--- config.mk ---
export PLATFORM = sky130hd
export DESIGN_NAME = pwm_capture_flat
export DESIGN_NICKNAME = d
export VERILOG_FILES = /design/src/rtl/pwm_capture_if.sv /design/src/rtl/pwm_capture.sv /design/src/flat_wrapper.sv
export SDC_FILE = /design/constraint.sdc
export NUM_CORES = 1
export LEC_CHECK = 0
export BUFFER_PORTS_ARGS = -buffer_cell sky130_fd_sc_hd__buf_2
export CAP_MARGIN = 40
export CORE_MARGIN = 2
export CORE_UTILIZATION = 52
export DETAILED_ROUTE_END_ITERATION = 8
export GPL_TIMING_DRIVEN = 0
export PLACE_DENSITY_LB_ADDON = 0.05
export SETUP_SLACK_MARGIN = 0.5
export SYNTH_ARGS = -nofsm -noshare
export SYNTH_HDL_FRONTEND = slang
export SYNTH_SLANG_ARGS = --single-unit
--- constraint.sdc ---
create_clock -name clk -period 1.79 [get_ports clk]
set_input_delay 0.358 -clock clk [delete_from_list [all_inputs] [get_ports clk]]
set_output_delay 0.358 -clock clk [all_outputs]
set_load 0.005 [all_outputs]
--- src/rtl/pwm_capture_if.sv ---
// Bus between a PWM capture block and whatever consumes its measurements.
//
// Handshake: meas_valid is a one-cycle pulse with no ready. period_meas and
// high_meas are valid in the cycle meas_valid is high and stay unchanged until
// the next pulse. The consumer has no backpressure and must take the result in
// that cycle.
interface pwm_capture_if #(
  parameter int WIDTH = 16
);
  logic             cap_en;
  logic             ovf_clr;
  logic             pwm_in;
  logic [WIDTH-1:0] period_meas;
  logic [WIDTH-1:0] high_meas;
  logic             meas_valid;
  logic             overflow;
  // FSM state for debug: 0 IDLE, 1 WAIT_RISE, 2 HIGH, 3 LOW
  logic [1:0]       state_dbg;

  // Controller / source side
  modport master (
    output cap_en, ovf_clr, pwm_in,
    input  period_meas, high_meas, meas_valid, overflow, state_dbg
  );

  // Capture block side
  modport slave (
    input  cap_en, ovf_clr, pwm_in,
    output period_meas, high_meas, meas_valid, overflow, state_dbg
  );
endinterface

--- src/rtl/pwm_capture.sv ---
// PWM capture: measures period and high time of each complete PWM cycle in clk
// cycles. Counters saturate instead of wrapping, and saturation sets a sticky
// overflow flag.
module pwm_capture #(
  parameter int WIDTH       = 16,
  parameter int SYNC_STAGES = 2
) (
  input logic          clk,
  input logic          rst,
  pwm_capture_if.slave bus
);

  typedef enum logic [1:0] {
    IDLE      = 2'd0,
    WAIT_RISE = 2'd1,
    HIGH      = 2'd2,
    LOW       = 2'd3
  } state_t;

  localparam logic [WIDTH-1:0] CNT_MAX = '1;
  localparam logic [WIDTH-1:0] CNT_ONE = WIDTH'(1);

  logic [SYNC_STAGES-1:0] sync_q;
  logic                   lvl_d;
  logic                   lvl_s;
  logic                   rise;
  logic                   fall;

  state_t           state_q;
  state_t           state_nxt;
  logic [WIDTH-1:0] per_q;
  logic [WIDTH-1:0] per_nxt;
  logic [WIDTH-1:0] hi_q;
  logic [WIDTH-1:0] hi_nxt;
  logic             publish;
  logic             saturate;

  logic [WIDTH-1:0] period_meas_q;
  logic [WIDTH-1:0] high_meas_q;
  logic             meas_valid_q;
  logic             overflow_q;

  // Synchroniser chain plus one delayed copy used for edge detection
  always_ff @(posedge clk) begin
    if (rst) begin
      sync_q <= '0;
      lvl_d  <= 1'b0;
    end else begin
      sync_q <= {sync_q[SYNC_STAGES-2:0], bus.pwm_in};
      lvl_d  <= sync_q[SYNC_STAGES-1];
    end
  end

  assign lvl_s = sync_q[SYNC_STAGES-1];
  assign rise  = lvl_s & ~lvl_d;
  assign fall  = ~lvl_s & lvl_d;

  // FSM state register
  always_ff @(posedge clk) begin
    if (rst) begin
      state_q <= IDLE;
    end else begin
      state_q <= state_nxt;
    end
  end

  // Next state, counter updates, publish and saturation decisions
  always_comb begin
    state_nxt = state_q;
    per_nxt   = per_q;
    hi_nxt    = hi_q;
    publish   = 1'b0;
    saturate  = 1'b0;
    if (!bus.cap_en) begin
      state_nxt = IDLE;
      per_nxt   = '0;
      hi_nxt    = '0;
    end else begin
      case (state_q)
        IDLE: begin
          state_nxt = WAIT_RISE;
          per_nxt   = '0;
          hi_nxt    = '0;
        end
        WAIT_RISE: begin
          // The cycle in progress at enable is partial, so it is discarded
          if (rise) begin
            state_nxt = HIGH;
            per_nxt   = CNT_ONE;
            hi_nxt    = CNT_ONE;
          end
        end
        HIGH: begin
          if (fall) begin
            // A fall with the period already at max leaves no legal period
            if (per_q == CNT_MAX) begin
              saturate = 1'b1;
            end else begin
              state_nxt = LOW;
              per_nxt   = per_q + CNT_ONE;
            end
          end else if (per_q == CNT_MAX || hi_q == CNT_MAX) begin
            saturate = 1'b1;
          end else begin
            per_nxt = per_q + CNT_ONE;
            hi_nxt  = hi_q + CNT_ONE;
          end
        end
        LOW: begin
          // An edge in the saturating cycle wins, so a max period publishes
          if (rise) begin
            publish   = 1'b1;
            state_nxt = HIGH;
            per_nxt   = CNT_ONE;
            hi_nxt    = CNT_ONE;
          end else if (per_q == CNT_MAX) begin
            saturate = 1'b1;
          end else begin
            per_nxt = per_q + CNT_ONE;
          end
        end
        default: state_nxt = IDLE;
      endcase
      if (saturate) begin
        state_nxt = WAIT_RISE;
      end
    end
  end

  // Counters, published results and sticky overflow (set beats clear)
  always_ff @(posedge clk) begin
    if (rst) begin
      per_q         <= '0;
      hi_q          <= '0;
      period_meas_q <= '0;
      high_meas_q   <= '0;
      meas_valid_q  <= 1'b0;
      overflow_q    <= 1'b0;
    end else begin
      per_q        <= per_nxt;
      hi_q         <= hi_nxt;
      meas_valid_q <= publish;
      if (publish) begin
        period_meas_q <= per_q;
        high_meas_q   <= hi_q;
      end
      if (saturate) begin
        overflow_q <= 1'b1;
      end else if (bus.ovf_clr) begin
        overflow_q <= 1'b0;
      end
    end
  end

  assign bus.period_meas = period_meas_q;
  assign bus.high_meas   = high_meas_q;
  assign bus.meas_valid  = meas_valid_q;
  assign bus.overflow    = overflow_q;
  assign bus.state_dbg   = state_q;

endmodule

--- src/flat_wrapper.sv ---
// flat-port wrapper written by rule: the top's interface ports become plain ports
module pwm_capture_flat 
#(
  parameter int WIDTH       = 16,
  parameter int SYNC_STAGES = 2
)
  (clk, rst, bus_cap_en, bus_ovf_clr, bus_pwm_in, bus_period_meas, bus_high_meas, bus_meas_valid, bus_overflow, bus_state_dbg);
  pwm_capture_if #(.WIDTH(WIDTH)) bus_i ();
  input logic clk;
  input logic rst;
  input wire logic [$bits(bus_i.cap_en)-1:0] bus_cap_en;
  input wire logic [$bits(bus_i.ovf_clr)-1:0] bus_ovf_clr;
  input wire logic [$bits(bus_i.pwm_in)-1:0] bus_pwm_in;
  output wire logic [$bits(bus_i.period_meas)-1:0] bus_period_meas;
  output wire logic [$bits(bus_i.high_meas)-1:0] bus_high_meas;
  output wire logic [$bits(bus_i.meas_valid)-1:0] bus_meas_valid;
  output wire logic [$bits(bus_i.overflow)-1:0] bus_overflow;
  output wire logic [$bits(bus_i.state_dbg)-1:0] bus_state_dbg;
  assign bus_i.cap_en = bus_cap_en;
  assign bus_i.ovf_clr = bus_ovf_clr;
  assign bus_i.pwm_in = bus_pwm_in;
  assign bus_period_meas = bus_i.period_meas;
  assign bus_high_meas = bus_i.high_meas;
  assign bus_meas_valid = bus_i.meas_valid;
  assign bus_overflow = bus_i.overflow;
  assign bus_state_dbg = bus_i.state_dbg;
  pwm_capture #(.WIDTH(WIDTH), .SYNC_STAGES(SYNC_STAGES)) u_core (.clk(clk), .rst(rst), .bus(bus_i));
endmodule
# Yosys cells after proc, flatten, opt, wreduce, memory -nomap -nowiden
# Index checks and enable logic that the tools add are counted.
[op_classes]
bitwise_logic = 5
add_sub_neg = 2
n_reduce_logical = 10
n_eq_ne = 15
n_mux = 26
[op_table]
columns = ["op", "n"]
rows = [
  ["$mux 16", 7],
  ["$pmux 16 s4", 1],
  ["$pmux 16 s3", 1],
  ["$add 16x1->16 const B", 2],
  ["$eq 16x16->1 const B", 2],
  ["$mux 1", 12],
  ["$reduce_and 3->1", 3],
  ["$mux 2", 3],
  ["$ne 2x1->1 const B", 3],
  ["$ne 2x2->1 const B", 3],
  ["$ne 3x1->1 const B", 2],
  ["$pmux 2 s3", 1],
  ["$eq 2x2->1 const B", 2],
  ["$reduce_or 2->1", 2],
  ["$ne 3x2->1 const B", 1],
  ["$ne 3x3->1 const B", 1],
  ["$not 1->1", 3],
  ["$reduce_or 3->1", 1],
  ["$and 1x1->1", 2],
  ["$eq 2x1->1 const B", 1],
  ["$logic_not 2->1", 1],
  ["$pmux 1 s2", 1],
  ["$reduce_and 2->1", 1],
  ["$reduce_bool 2->1", 1],
  ["$logic_or 1x1->1", 1],
]
[word_totals]
regBits = 71
word_cells = 68

# Logic depth before layout (Yosys ltp)
[logic_depth]
depth_word = 8
ltp_mapped = 9
mapped_depth_nobuf = 6

# Worst setup path before layout
# OpenSTA, ideal clock, no wires.
[synth_path]
path_type = "reg2reg"
from = "register u_core.per_q[0]"
to = "register u_core.per_q[7]"
setup_ps = 70
arrival_ps = 1863
n_path_buf = 3
period_less_slack_ps = 1933
slack_ps = -143
stages_incl_launch_ff = 10
cell_sequence = "dfxtp_1 ha_1 and4_1 buf_2 and4_1 buf_2 a211oi_2 buf_2 a41oi_1 a21oi_1"
[synth_between]
elab_chain_len = 4
word_cells_on_any_way = 10
classes_between = "1 x add/sub; 2 x eq/ne; 5 x mux; 2 x reduce/logical"
[synth_lines]
columns = ["item", "line", "rtl"]
rows = [
  ["from (decl)", "pwm_capture.sv:31", "logic [WIDTH-1:0] per_q;"],
  ["from (signal assigned)", "pwm_capture.sv:140", "per_q <= per_nxt;"],
  ["$add 16x1->16 or $eq 16x16->1 (tied branches)", "--", ""],
  ["$mux 16, or another cell as far along", "pwm_capture.sv:96, pwm_capture.sv:116", ""],
  ["$mux 16, or another cell as far along", "pwm_capture.sv:111", "if (rise) begin"],
  ["$pmux 16 s4 or $reduce_and 2->1 (tied branches)", "--", ""],
]
# Several ways; a longest one is shown, not always the timed one. The select of a mux whose other input is x is not followed.
# A chain may end at the register's enable or synchronous reset.

# Worst setup path after layout
[layout_path]
from = "register u_core.hi_q[2]"
to = "register u_core.hi_q[2]"
[layout_between]
elab_chain_len = 4
word_cells_on_any_way = 8
classes_between = "1 x add/sub; 2 x eq/ne; 3 x mux; 2 x reduce/logical"
[layout_lines]
columns = ["item", "line", "rtl"]
rows = [
  ["from (decl)", "pwm_capture.sv:33", "logic [WIDTH-1:0] hi_q;"],
  ["from (signal assigned)", "pwm_capture.sv:141", "hi_q <= hi_nxt;"],
  ["$add 16x1->16 or $eq 16x16->1 (tied branches)", "pwm_capture.sv:106, pwm_capture.sv:102", ""],
  ["$mux 16 or $logic_or 1x1->1 (tied branches)", "pwm_capture.sv:102", "end else if (per_q == CNT_MAX || hi_q == CNT_MAX) begin"],
  ["$mux 16 or $ne 2x2->1 (tied branches)", "--", ""],
  ["$pmux 16 s3 or $reduce_and 3->1 (tied branches)", "--", ""],
]
# Several ways; a longest one is shown, not always the timed one. The select of a mux whose other input is x is not followed.

==> flow_metrics.py <==
metrics = {
    "clock_tree": {
        "clk_latency_ps": 360,
        "numClockSinks": 71,
        "numCtsBuffers": 9,
        "htree_levels": 3,
        "clock_path_buffers": 2,
        "cts_hold_buf": 0,
        "clk_pin_slew_worst_paths_ps": 80,
        "cts_tree": "built",
        "clockRootBuffer": "clkbuf_8",
    },
    "global_routing": {
        "grt_pass1_wl_um": 16660,
        "grt_overflow": 0,
        "antenna_found_initial": 0,
        "grtUsageTotal_pct": 29.84,
        "grt_pass1_vias": 3386,
        "grt_max_degree": 13,
    },
    "timing": {
        "hold_viol": 0,
        "timing.fmax_ghz": 0.5044,
        "setup_viol_count_final": 31,
        "layout_min_cycle_time_ps": 1983,
        "fin_crit_sh_pct": 110.8,
        "rsz0062_at_grt": "true",
        "skew_ps": 14.49,
        "worst_hold_slack_ps": 215.4,
        "tightest_slew_ps": 692.3,
        "drv_slew": 0,
        "worst_slack_ps": -192.7,
        "slew_headroom_pct": 53.85,
    },
    "yosys": {
        "synth_cells": 403,
        "syn_area_per_cell_um2": 8.088,
        "ys_ff_latch": 71,
        "synth_top_area_cell": "dfxtp_1",
        "synthTopCellsByCount": "87 x nand2_1, 71 x dfxtp_1, 60 x a21oi_1",
        "yosysUniqueCellTypes": 47,
        "synth_nets": 410,
        "synth_top_area_share_pct": 43.61,
        "synthArstFlopShare_pct": 0,
        "ys_seq_area_share_pct": 43.61,
        "synth_most_common_cell": "nand2_1",
        "synth_edf_count": 0,
        "yosys-top-cells-area": "dfxtp_1 44%, nand2_1 10%, a21oi_1 9.2%",
        "ys_warn_count": 0,
        "synth_ff_type": "dfxtp_1",
        "netlist_area_mm2": 0.003259,
    },
    "floorplanning": {
        "initial_utilization_pct": 54.41,
        "dieArea_mm2": 0.006917,
        "fp.dieW_um": 83.17,
        "die_h_um": 83.17,
        "coreArea_mm2": 0.005991,
        "pin_count": 41,
        "rows": 28,
    },
    "route": {
        "via_count": 3736,
        "drtAntennaViolNets": 0,
        "firstDrtPassIters": 4,
        "dr.first_iter.drc_count": 342,
        "finalWirelength_um": 11540,
        "drc": 0,
        "wire_per_inst_um": 19.75,
        "drt-vias-per-instance": 6.397,
    },
    "worst_setup_path": {
        "crit_path_max_fanout": 4,
        "crit_path_start_kind": "register",
        "worstPathArrival_ps": 2240,
        "cp.required_ps": 2050,
        "worst_setup_path_end_kind": "register",
        "worstSetupPathType": "reg -> reg",
    },
    "power": {
        "p_sw_uw": 751.7,
        "sequentialPowerShare_pct": 51.7,
        "vdd_drop_max_v": 0.0006348,
        "p_sw_share_pct": 24.65,
        "power.total_mw": 3.049,
        "internal_power_mw": 2.297,
        "power_density_mw_per_mm2": 605.8,
        "combPwrFrac_pct": 5.2,
        "clkPwrFrac_pct": 43.1,
        "leakage_nw": 1.908,
    },
    "status": {
        "status": "finished, violations left",
        "violations": "setup timing",
    },
    "worst_hold_path": {
        "hold_class": "in -> reg",
    },
    "layout": {
        "n_antenna_cell": 0,
        "final_area_mm2": 0.005032,
        "syn_to_final_growth_pct": 54.40,
        "drive_gt1_share_pct": 51.67,
        "nNetsFinal": 511,
    },
    "placed_design": {
        "port_buffers": 40,
        "dpl-instance-area_mm2": 0.003752,
        "hpwl_um": 5857,
        "gp_congestion": 0.8973,
    },
    "job": {
        "maxCapViolations": 0,
    },
}
==> critical path, stage by stage (launching register included) <==
cell and delay [ps]:
dfxtp_4 360, nand4_1 170, or4_4 640, buf_4 180, nand3_4 90, o221ai_1 170, a21oi_1 270
==> state kept, by name, indices dropped and copies added, names as in the netlist, 2 cells and up <==
signal,count
u_core.hi_q,16
u_core.bus.high_meas,16
u_core.per_q,16
u_core.sync_q,2
u_core.bus.period_meas,16
u_core.bus.state_dbg,2
==> routing by layer <==
layer	share of wire (%)	global-route usage (%)	up-vias
met5	0	0	-
met1	40	40.63	1732
li1	-	-	1675
met4	4.3	9.985	0
met3	9.7	7.356	58
met2	46	46.48	271
==> cell type report <==
type / count / area (um^2)
multi-input cells: 304 / 2350
well taps: 75 / 93.84
fillers: 331 / 958.4
clock inverters: 6 / 60.06
repair buffers: 89 / 651.9
inverters: 6 / 30.03
flip-flops and latches: 71 / 1471
plain buffers: 23 / 237.7
clock buffers: 10 / 137.6
==> cell families (layout without fill, tap and decap cells) <==
kind of cell	Yosys count	after routing	synth area share, %
AND/OR/NAND/NOR	174	175	27.37
AO/OA/AOI/OAI	124	124	23.49
flip-flops	71	71	43.61
buffers and inverters	29	134	3.838
multiplexers	3	3	0.9213
adder cells (fa/ha/maj)	2	2	0.7676
==> path summary, 6_finish.rpt <==
check                                      start               end  slack, ps  depth (start not counted)
worst max-delay path              u_core.hi_q[2]    u_core.hi_q[2]       -190                          6
worst min-delay path                  bus_pwm_in  u_core.sync_q[0]        220                          2
worst max register to register    u_core.hi_q[2]    u_core.hi_q[2]       -190                          6
worst min register to register  u_core.sync_q[0]  u_core.sync_q[1]        440                          1
==> power groups by stage <==
stage	clock network (mW)	registers (mW)	logic [mW]
global placement	0	1.62	0.0982
CTS	1.31	1.58	0.134
floorplan	0	1.62	0.0703
global route	1.38	1.58	0.166
detailed placement	0	1.62	0.0991
finish	1.31	1.58	0.159
==> stage by stage <==
step	std cells	worst slack, ps	setup TNS (ps)	util, %
after global routing	584	-215.1	-4460	84.00
after CTS	577	-112.0	-1676	79.01
final	584	-192.7	-3327	84.00
after floorplan	403	30.25	0	-
after detailed placement	518	-255.5	-5012	62.64
after global placement	518	-223.0	-4538	62.64
==> cells in the final DEF (no fill, tap or decap), types with 10 or more instances in the layout <==
master and count:
nand2_1 64, dfxtp_1 49, buf_2 43, buf_4 35, a21oi_2 33, a21oi_1 25, buf_6 18, nand2_2 14
dfxtp_2 13, clkbuf_8 12, nand4_1 10
==> what timing repair did <==
item                                    4_1_cts  5_1_grt
gates cloned                                  7        0
gates resized for setup                     103       58
endpoints found under the setup margin       68       68
pin swaps                                    25       23
buffers inserted                             36        7
(Power assumes the default switching activity.)
